===== config.mk =====
export PLATFORM = sky130hd
export DESIGN_NAME = unary_reduce_scheduler_flat
export DESIGN_NICKNAME = d
export VERILOG_FILES = /design/src/rtl/unary_reduce_scheduler_pkg.sv /design/src/rtl/unary_reduce_scheduler_if.sv /design/src/rtl/unary_reduce_scheduler_reduce_unit.sv /design/src/rtl/unary_reduce_scheduler.sv /design/src/flat_wrapper.sv
export SDC_FILE = /design/constraint.sdc
export NUM_CORES = 1
export LEC_CHECK = 0
export CAP_MARGIN = 10
export CORE_AREA = 2 2 73 58
export DETAILED_ROUTE_END_ITERATION = 10
export DIE_AREA = 0 0 75 60
export PLACE_DENSITY = 0.73
export SLEW_MARGIN = 40
export SYNTH_ARGS = -nofsm -noshare
export SYNTH_HDL_FRONTEND = slang
export SYNTH_SLANG_ARGS = --single-unit

===== constraint.sdc =====
create_clock -name clk -period 3.3 [get_ports clk]
set_input_delay 0.495 -clock clk [delete_from_list [all_inputs] [get_ports clk]]
set_output_delay 0.495 -clock clk [all_outputs]
set_load 0.03 [all_outputs]

===== src/rtl/unary_reduce_scheduler_pkg.sv =====
// Shared types for the unary reduction scheduler: opcode and FSM state encodings.
package unary_pkg;

    typedef enum logic [2:0] {
        OP_AND  = 3'd0,
        OP_NAND = 3'd1,
        OP_OR   = 3'd2,
        OP_NOR  = 3'd3,
        OP_XOR  = 3'd4,
        OP_XNOR = 3'd5
    } unary_op_e;

    typedef enum logic [1:0] {
        IDLE = 2'd0,
        EXEC = 2'd1,
        RESP = 2'd2
    } sched_state_e;

    localparam logic [2:0] OP_MAX_LEGAL = 3'd5;

endpackage


===== src/rtl/unary_reduce_scheduler_if.sv =====
// Request/response bundle between M requesters, the scheduler and the result consumer.
interface unary_reduce_scheduler_if #(
    parameter int N = 8,
    parameter int M = 4
);
    localparam int ID_W = $clog2(M);

    logic [M-1:0]    req_valid;
    logic [M-1:0]    req_ready;
    logic [M*N-1:0]  req_data;
    logic [M*3-1:0]  req_op;
    logic            rsp_valid;
    logic            rsp_ready;
    logic            rsp_data;
    logic [ID_W-1:0] rsp_id;
    logic            rsp_err;

    modport master (
        output req_valid, req_data, req_op, rsp_ready,
        input  req_ready, rsp_valid, rsp_data, rsp_id, rsp_err
    );

    modport slave (
        input  req_valid, req_data, req_op, rsp_ready,
        output req_ready, rsp_valid, rsp_data, rsp_id, rsp_err
    );

endinterface


===== src/rtl/unary_reduce_scheduler_reduce_unit.sv =====
// Combinational N-bit unary reducer; illegal opcodes yield result 0 with illegal set.
module unary_reduce_unit
    import unary_pkg::*;
#(
    parameter int N = 8
) (
    input  logic [N-1:0] operand,
    input  logic [2:0]   op,
    output logic         result,
    output logic         illegal
);

    logic red_and;
    logic red_or;
    logic red_xor;

    assign red_and = &operand;
    assign red_or  = |operand;
    assign red_xor = ^operand;

    always_comb begin
        result  = 1'b0;
        illegal = (op > OP_MAX_LEGAL);
        case (op)
            OP_AND:  result = red_and;
            OP_NAND: result = ~red_and;
            OP_OR:   result = red_or;
            OP_NOR:  result = ~red_or;
            OP_XOR:  result = red_xor;
            OP_XNOR: result = ~red_xor;
            default: result = 1'b0;
        endcase
    end

endmodule


===== src/rtl/unary_reduce_scheduler.sv =====
// Round-robin scheduler sharing one unary reducer among M requesters (accept, execute, respond).
module unary_reduce_scheduler
    import unary_pkg::*;
#(
    parameter int N = 8,
    parameter int M = 4
) (
    input  logic                   clk,
    input  logic                   rst_n,
    unary_reduce_scheduler_if.slave bus,
    output logic                   busy
);

    localparam int ID_W = $clog2(M);

    sched_state_e    state, state_nx;
    logic [ID_W-1:0] ptr, grant, ptr_nx;
    logic [N-1:0]    data_q, sel_data;
    logic [2:0]      op_q, sel_op;
    logic [ID_W-1:0] id_q;
    logic            rsp_data_q, rsp_err_q;
    logic [ID_W-1:0] rsp_id_q;
    logic [M-1:0]    req_ready_c;
    logic            grant_fire;
    logic            red_result, red_illegal;

    // First valid requester at or above ptr, wrapping modulo M.
    function automatic logic [ID_W-1:0] rr_pick(input logic [M-1:0] v, input logic [ID_W-1:0] p);
        logic [ID_W-1:0] g;
        logic            found;
        int              idx;
        g     = '0;
        found = 1'b0;
        for (int k = 0; k < M; k++) begin
            idx = (int'(p) + k) % M;
            if (!found && v[idx]) begin
                g     = ID_W'(idx);
                found = 1'b1;
            end
        end
        return g;
    endfunction

    assign grant  = rr_pick(bus.req_valid, ptr);
    assign ptr_nx = (grant == ID_W'(M - 1)) ? '0 : grant + 1'b1;

    always_comb begin
        sel_data = '0;
        sel_op   = '0;
        for (int i = 0; i < M; i++) begin
            if (ID_W'(i) == grant) begin
                sel_data = bus.req_data[i*N +: N];
                sel_op   = bus.req_op[i*3 +: 3];
            end
        end
    end

    unary_reduce_unit #(.N(N)) u_reduce (
        .operand (data_q),
        .op      (op_q),
        .result  (red_result),
        .illegal (red_illegal)
    );

    always_comb begin
        state_nx    = state;
        req_ready_c = '0;
        grant_fire  = 1'b0;
        case (state)
            IDLE: begin
                if (|bus.req_valid) begin
                    req_ready_c[grant] = 1'b1;
                    grant_fire         = 1'b1;
                    state_nx           = EXEC;
                end
            end
            EXEC:    state_nx = RESP;
            RESP:    if (bus.rsp_ready) state_nx = IDLE;
            default: state_nx = IDLE;
        endcase
        // Nothing may be granted while reset is held, whatever the state register says.
        if (!rst_n) begin
            req_ready_c = '0;
            grant_fire  = 1'b0;
        end
    end

    always_ff @(posedge clk) begin
        if (!rst_n) begin
            state      <= IDLE;
            ptr        <= '0;
            data_q     <= '0;
            op_q       <= '0;
            id_q       <= '0;
            rsp_data_q <= 1'b0;
            rsp_err_q  <= 1'b0;
            rsp_id_q   <= '0;
        end else begin
            state <= state_nx;
            if (grant_fire) begin
                data_q <= sel_data;
                op_q   <= sel_op;
                id_q   <= grant;
                ptr    <= ptr_nx;
            end
            if (state == EXEC) begin
                rsp_data_q <= red_result;
                rsp_err_q  <= red_illegal;
                rsp_id_q   <= id_q;
            end
        end
    end

    assign bus.req_ready = req_ready_c;
    assign bus.rsp_valid = (state == RESP) && rst_n;
    assign bus.rsp_data  = rsp_data_q;
    assign bus.rsp_err   = rsp_err_q;
    assign bus.rsp_id    = rsp_id_q;
    assign busy          = (state != IDLE) && rst_n;

endmodule


===== src/flat_wrapper.sv =====
// flat-port wrapper written by rule: the top's interface ports become plain ports
module unary_reduce_scheduler_flat import unary_pkg::*;
#(
    parameter int N = 8,
    parameter int M = 4
)
  (clk, rst_n, busy, bus_req_valid, bus_req_data, bus_req_op, bus_rsp_ready, bus_req_ready, bus_rsp_valid, bus_rsp_data, bus_rsp_id, bus_rsp_err);
  unary_reduce_scheduler_if #(.N(N), .M(M)) bus_i ();
  input  logic clk;
  input  logic rst_n;
  output logic busy;
  input wire logic [$bits(bus_i.req_valid)-1:0] bus_req_valid;
  input wire logic [$bits(bus_i.req_data)-1:0] bus_req_data;
  input wire logic [$bits(bus_i.req_op)-1:0] bus_req_op;
  input wire logic [$bits(bus_i.rsp_ready)-1:0] bus_rsp_ready;
  output wire logic [$bits(bus_i.req_ready)-1:0] bus_req_ready;
  output wire logic [$bits(bus_i.rsp_valid)-1:0] bus_rsp_valid;
  output wire logic [$bits(bus_i.rsp_data)-1:0] bus_rsp_data;
  output wire logic [$bits(bus_i.rsp_id)-1:0] bus_rsp_id;
  output wire logic [$bits(bus_i.rsp_err)-1:0] bus_rsp_err;
  assign bus_i.req_valid = bus_req_valid;
  assign bus_i.req_data = bus_req_data;
  assign bus_i.req_op = bus_req_op;
  assign bus_i.rsp_ready = bus_rsp_ready;
  assign bus_req_ready = bus_i.req_ready;
  assign bus_rsp_valid = bus_i.rsp_valid;
  assign bus_rsp_data = bus_i.rsp_data;
  assign bus_rsp_id = bus_i.rsp_id;
  assign bus_rsp_err = bus_i.rsp_err;
  unary_reduce_scheduler #(.N(N), .M(M)) u_core (.clk(clk), .rst_n(rst_n), .bus(bus_i), .busy(busy));
endmodule

==> results of run 1 <==
==> layout make-up <==
type,instances,area share (%)
clock buffers,4,2.12
multi-input cells,120,41.3
flip-flops and latches,21,19.8
inverters,23,4.06
repair buffers,65,29.5
well taps,55,3.23
==> layer usage <==
layer  up-vias  GRT usage, %  share of wire [%]
li1        738             -                  -
met1       609          23.4                 52
met2        39          25.6                 42
met3         2          3.37                5.6
met4         0          5.36               0.53
met5         -             0                  0
==> Yosys cell counts, types with 4 or more instances <==
| cell type | n | share of area [%] |
|---|---|---|
| a31oi_1 | 11 | 4.8 |
| clkbuf_1 | 5 | 1.3 |
| xnor2_1 | 4 | 2.4 |
| mux2i_1 | 5 | 3.5 |
| nand2_1 | 18 | 4.7 |
| buf_2 | 5 | 1.7 |
| a221oi_1 | 10 | 6.1 |
| a21oi_1 | 15 | 5.2 |
| ha_1 | 12 | 10 |
| and2_1 | 4 | 1.7 |
| a211o_1 | 10 | 6.1 |
| inv_1 | 23 | 6.0 |
| nor2b_1 | 7 | 3.0 |
| dfxtp_1 | 21 | 29 |
==> critical path, stage by stage <==
cell,delay [ns]
clkdlybuf4s50_1,0.52
nand2b_1,0.12
a21oi_1,0.07
a211oi_2,0.36
ha_1,0.24
buf_4,0.19
and2_1,0.14
buf_4,0.15
==> cell families after synthesis <==
| logic type | count (synthesis) | share of synthesized area (%) |
|---|---|---|
| buffers and inverters | 35 | 10.0 |
| muxes | 5 | 3.46 |
| and+or+nand+nor | 39 | 13.9 |
| DFF | 21 | 29.1 |
| xor gates and xnor gates | 5 | 3.55 |
| adders and majority gates | 12 | 10.4 |
| AOI/OAI and AO/OA | 59 | 29.6 |
==> worst min-delay path by stage <==
stage	start	slack (ns)	endpoint
global placement	u_core.id_q[1]$_SDFFE_PN0P_	0.46	u_core.id_q[1]$_SDFFE_PN0P_
global route	u_core.id_q[1]$_SDFFE_PN0P_	0.50	u_core.id_q[1]$_SDFFE_PN0P_
floorplan	u_core.id_q[1]$_SDFFE_PN0P_	0.43	u_core.id_q[1]$_SDFFE_PN0P_
detailed placement	u_core.id_q[1]$_SDFFE_PN0P_	0.47	u_core.id_q[1]$_SDFFE_PN0P_
CTS	u_core.id_q[1]$_SDFFE_PN0P_	0.48	u_core.id_q[1]$_SDFFE_PN0P_
finish	u_core.id_q[1]$_SDFFE_PN0P_	0.48	u_core.id_q[1]$_SDFFE_PN0P_
==> state kept, by name, summed over array words and instances (netlist names) <==
| signal | count |
|---|---|
| u_core.data_q | 8 |
| u_core.op_q | 3 |
| u_core.bus.rsp_id | 2 |
| u_core.id_q | 2 |
| u_core.ptr | 2 |
| u_core.state | 2 |
| u_core.bus.rsp_data | 1 |
| u_core.bus.rsp_err | 1 |
==> power by group <==
part           switching, mW  internal (mW)
combinational          0.264          0.278
clock                 0.0825         0.0860
sequential            0.0449          0.304
total                  0.391          0.668
==> flow_metrics.py, run 1 <==
metrics = {
    "status": {
        "status": "completed",
    },
    "routing": {
        "drt_first_pass_iters": 4,
        "viasPerCell": 4.82,
        "wl_mm": 3.41,
        "route.detailed.drc": 0,
        "wl_per_cell_um": 11.8,
        "antenna_left": 0,
        "num_vias": 1388,
        "drtIter0Drc": 35,
    },
    "critical_path": {
        "reg2reg_depth": 8,
        "timing.rr.end": "u_core.data_q[2]$_SDFFE_PN0P_",
        "crit_path_end_kind": "output pin",
        "cp_data_required_time_ns": 2.80,
        "worstPathArrival_ns": 2.29,
        "start_kind": "input pin",
        "critPathLaunch": "bus_req_valid[1]",
        "endpoint": "bus_req_ready[1]",
        "path_max_fanout": 13,
        "critical_path_class": "in2out",
        "r2r_start": "u_core.ptr[0]$_SDFFE_PN0P_",
        "rrSetupSlack_ns": 0.83,
    },
    "timing": {
        "slew_violations": 0,
        "final.setup.tns_ns": 0,
        "slew_headroom_pct": 55.9,
        "final.setup_skew_ns": 0.00262,
        "hold_violations": 0,
        "fin_crit_ns": 2.79,
        "worstMarginPinSlew_ns": 0.660,
        "fmax_ghz": 0.359,
        "setup_slack_ns": 0.511,
        "rsz0062_at_grt": "false",
        "setup_viol": 0,
        "holdWs_ns": 0.477,
        "timing.final.crit_share_pct": 84.5,
    },
    "synthesis": {
        "netlist_area_mm2": 0.00145,
        "ys_ff_latch": 21,
        "synthCells": 176,
        "synth_edf_count": 0,
        "syn_nets": 239,
        "async_reset_ff_share_pct": 0,
        "synth_ff_type": "dfxtp_1",
        "synth-seq-area-share_pct": 29.1,
        "synth_area_per_cell_um2": 8.21,
        "ys_warn_count": 0,
        "ys_types": 32,
    },
    "run": {
        "max-cap-violations": 0,
    },
    "placement": {
        "place_inst": 284,
        "post-place-ws_ns": 0.285,
        "gp_congestion": 0.854,
        "port_buffers": 60,
        "dp_hpwl_mm": 2.71,
        "placed_area_mm2": 0.00208,
    },
    "global_routing": {
        "grt_max_degree": 23,
        "grt_pass1_vias": 1350,
        "grt_overflow": 0,
        "grtUsageTotal_pct": 16.7,
        "grt_pass1_wl_mm": 5.79,
        "antenna_found_initial": 0,
    },
    "clock_network": {
        "clock-sinks": 21,
        "htreeDepth": 1,
        "clk_latency_ns": 0.26,
        "cts_hold_buf": 0,
        "clock_path_buffers": 2,
        "path_clk_slew_ns": 0.07,
        "cts_buffers": 3,
        "cts_setup_buffers": 0,
        "clockRootBuffer": "clkbuf_8",
        "cts_tree": "built",
        "cts_resized": 0,
    },
    "final_layout": {
        "stdcell_count": 288,
        "fin_util_pct": 55.6,
        "regArea_um2": 420,
        "nets": 297,
        "drive_gt1_share_pct": 6.44,
        "syn2layout_area_growth_pct": 47.3,
        "n_fill_cell": 364,
        "layout_common_cells": "clkdlybuf4s50_1 (56), inv_1 (23), dfxtp_1 (21)",
        "final_common_cell": "clkdlybuf4s50_1",
        "multi_input_area_um2": 880,
        "final_cell_area_mm2": 0.00213,
        "diodes": 0,
    },
    "floorplanning": {
        "die-area_mm2": 0.00450,
        "die_y_um": 60,
        "chipWidth_um": 75,
        "start_util_pct": 37.7,
        "rows": 20,
        "io_pins": 61,
        "coreArea_mm2": 0.00383,
    },
    "power": {
        "ir_drop_uv": 226,
        "power_leakage_nw": 0.888,
        "total_power_mw": 1.06,
        "p_per_area_mw_per_mm2": 498,
    },
    "min_path": {
        "min_path_type": "reg2reg",
        "min_path_cells": 2,
    },
}
No activity file was read; power rests on OpenSTA's default activity.
==> inputs of run 2 (changes only) <==
Clock period 3.3 ns to 2.6 ns, I/O delays scaled along.
==> run 2 against run 1 <==
Net effect: first-iteration DRC count up 29%; clock-buffer cell count down 1; cell count up 2.8%; combinational power up 38%; non-clock buffer count up 8; die area unchanged; flip-flop and latch count unchanged; routed wire length up 1.2%; highest routed layer unchanged.
==> flow_metrics.py, run 2 (synthesized netlist as in run 1, its figures left out) <==
metrics = {
    "global_routing": {
        "antenna_found_initial": 0,
        "grt_max_degree": 22,
        "busiest_layer": "met1",
        "grt_pass1_wl_mm": 5.63,
        "grt_overflow": 0,
        "grtUsageTotal_pct": 16.1,
        "met2_usage_pct": 23.7,
        "grtUsageMet3_pct": 2.53,
        "grt_pass1_vias": 1318,
        "grtUsageMet1_pct": 24.1,
    },
    "timing": {
        "hold_violations": 0,
        "fmax_ghz": 0.396,
        "fin_crit_ns": 2.52,
        "timing.final.crit_share_pct": 97.0,
        "slew_headroom_pct": 67.4,
        "setup_slack_ns": 0.0768,
        "rsz0062_at_grt": "true",
        "slew_violations": 0,
        "final.setup_skew_ns": 0.00698,
        "final.setup.tns_ns": 0,
        "worstMarginPinSlew_ns": 0.488,
        "setup_viol": 0,
    },
    "critical_path": {
        "critical_path_class": "in2out",
        "path_delay_family": "buffers and inverters",
        "slowest_stage": "clkdlybuf4s50_1",
        "timing.rr.end": "u_core.data_q[7]$_SDFFE_PN0P_",
        "rrSetupSlack_ns": 0.46,
        "r2r_start": "u_core.ptr[0]$_SDFFE_PN0P_",
        "start_kind": "input pin",
        "cp_data_required_time_ns": 2.21,
        "reg2reg_depth": 9,
        "cp_num_buf_inv": 5,
        "slowest_delay_ns": 0.45,
        "crit_path_cell_trace": "clkdlybuf4s50_1 > inv_1 > o22ai_1 > a211oi_2 > inv_1 > ha_1 > buf_4 > and2_1 > buf_4",
        "path_max_fanout": 3,
        "worstPathArrival_ns": 2.13,
        "crit_path_end_kind": "output pin",
    },
    "final_layout": {
        "multi_input_area_um2": 901,
        "max_flop_register": "u_core.data_q",
        "layout_common_cells": "clkdlybuf4s50_1 (54), inv_1 (23), dfxtp_1 (21)",
        "final_common_cell": "clkdlybuf4s50_1",
        "stdcell_count": 296,
        "reg_top3": "u_core.data_q (8), u_core.op_q (3)",
        "largest_reg_flops": 8,
        "n_fill_cell": 357,
        "drive_gt1_share_pct": 11.6,
        "diodes": 0,
        "nets": 305,
        "syn2layout_area_growth_pct": 53.9,
        "regArea_um2": 420,
    },
    "min_path": {
        "min_path_cells": 2,
        "min_path_type": "reg2reg",
        "holdPathEnd": "u_core.id_q[1]$_SDFFE_PN0P_",
        "worstHoldStart": "u_core.id_q[1]$_SDFFE_PN0P_",
    },
    "placement": {
        "place_inst": 292,
        "gp_congestion": 0.788,
        "post-place-ws_ns": -0.259,
        "port_buffers": 60,
        "dp_hpwl_mm": 2.78,
    },
    "routing": {
        "drt_first_pass_iters": 4,
        "drtIter0Drc": 45,
        "viasPerCell": 4.94,
        "route.detailed.drc": 0,
        "antenna_left": 0,
        "num_vias": 1463,
        "wl_per_cell_um": 11.7,
        "wl_mm": 3.45,
    },
    "clock_network": {
        "clk_latency_ns": 0.26,
        "clockRootBuffer": "clkbuf_8",
        "htreeDepth": 1,
        "clock_path_buffers": 2,
        "path_clk_slew_ns": 0.07,
        "clock-sinks": 21,
        "cts_hold_buf": 0,
        "cts_buffers": 3,
        "cts_tree": "built",
    },
    "floorplanning": {
        "start_util_pct": 37.7,
        "coreArea_mm2": 0.00383,
        "chipWidth_um": 75,
        "io_pins": 61,
        "die_y_um": 60,
        "rows": 20,
        "die-area_mm2": 0.00450,
    },
    "power": {
        "ir_drop_uv": 295,
        "power_leakage_nw": 0.949,
        "p_per_area_mw_per_mm2": 631,
    },
    "run": {
        "max-cap-violations": 0,
    },
    "status": {
        "status": "completed",
    },
}
[run 2: changes by cell type in the layout (fill, tap and decap cells not counted), sizes merged]
cell,before,now
clkbuf,4,3
buf,9,18
clkdlybuf4s50,56,54
clkinv,0,1
dlymetal6s2s,0,1
[run 2: power breakdown]
group	internal (mW)	switching [mW]
clock network	0.107	0.106
registers	0.386	0.0566
logic	0.397	0.351
[run 2: per-stage QoR]
| stage | power (mW) | instance area [µm²] | util, % | hold WS (ns) |
|---|---|---|---|---|
| after floorplan | 0.940 | 1450 | - | 0.434 |
| after CTS | 1.41 | 2200 | 57.5 | 0.473 |
| after global routing | 1.51 | 2220 | 58.1 | 0.496 |
| after detailed placement | 1.18 | 2150 | 56.2 | 0.462 |
| final | 1.40 | 2220 | 58.1 | 0.471 |
| after global placement | 1.17 | 2150 | 56.2 | 0.452 |
[run 2: layer usage]
layer	up-vias	routed length (µm)
li1	753	-
met1	654	1800
met2	52	1400
met3	4	219
met4	0	30
met5	-	0
[run 2: layout make-up]
cell class	count	area share [%]
Multi-Input combinational cell	120	40.5
Timing Repair Buffer	73	31.5
Sequential cell	21	18.9
Inverter	23	3.88
Tap cell	55	3.10
Clock buffer	3	1.86
Clock inverter	1	0.225
[run 2: worst max-delay path by stage]
stage,startpoint,end,cells after the start
6_report,bus_req_valid[0],bus_req_ready[0],9
5_1_grt,bus_req_valid[0],bus_req_ready[0],9
4_1_cts,bus_req_valid[1],bus_req_ready[0],9
3_5_place_dp,bus_req_valid[1],u_core.data_q[7]$_SDFFE_PN0P_,10
3_3_place_gp,bus_req_valid[0],u_core.data_q[0]$_SDFFE_PN0P_,9
2_1_floorplan,bus_req_valid[2],bus_req_ready[3],6
[run 2: what timing repair did]
item | in CTS | in global routing
resized for setup | 1 | 4
pin swaps | 0 | 1
buffers inserted | 0 | 0
endpoints found under the setup margin | 1 | 5
[run 2: worst register-to-register path: stages (launching register included)]
cell,delay (ns)
dfxtp_1,0.34
nand2b_1,0.17
a21oi_1,0.17
a211oi_2,0.07
inv_1,0.13
ha_1,0.19
nor2b_2,0.37
a221oi_1,0.14
a211o_1,0.31
a31oi_1,0.17
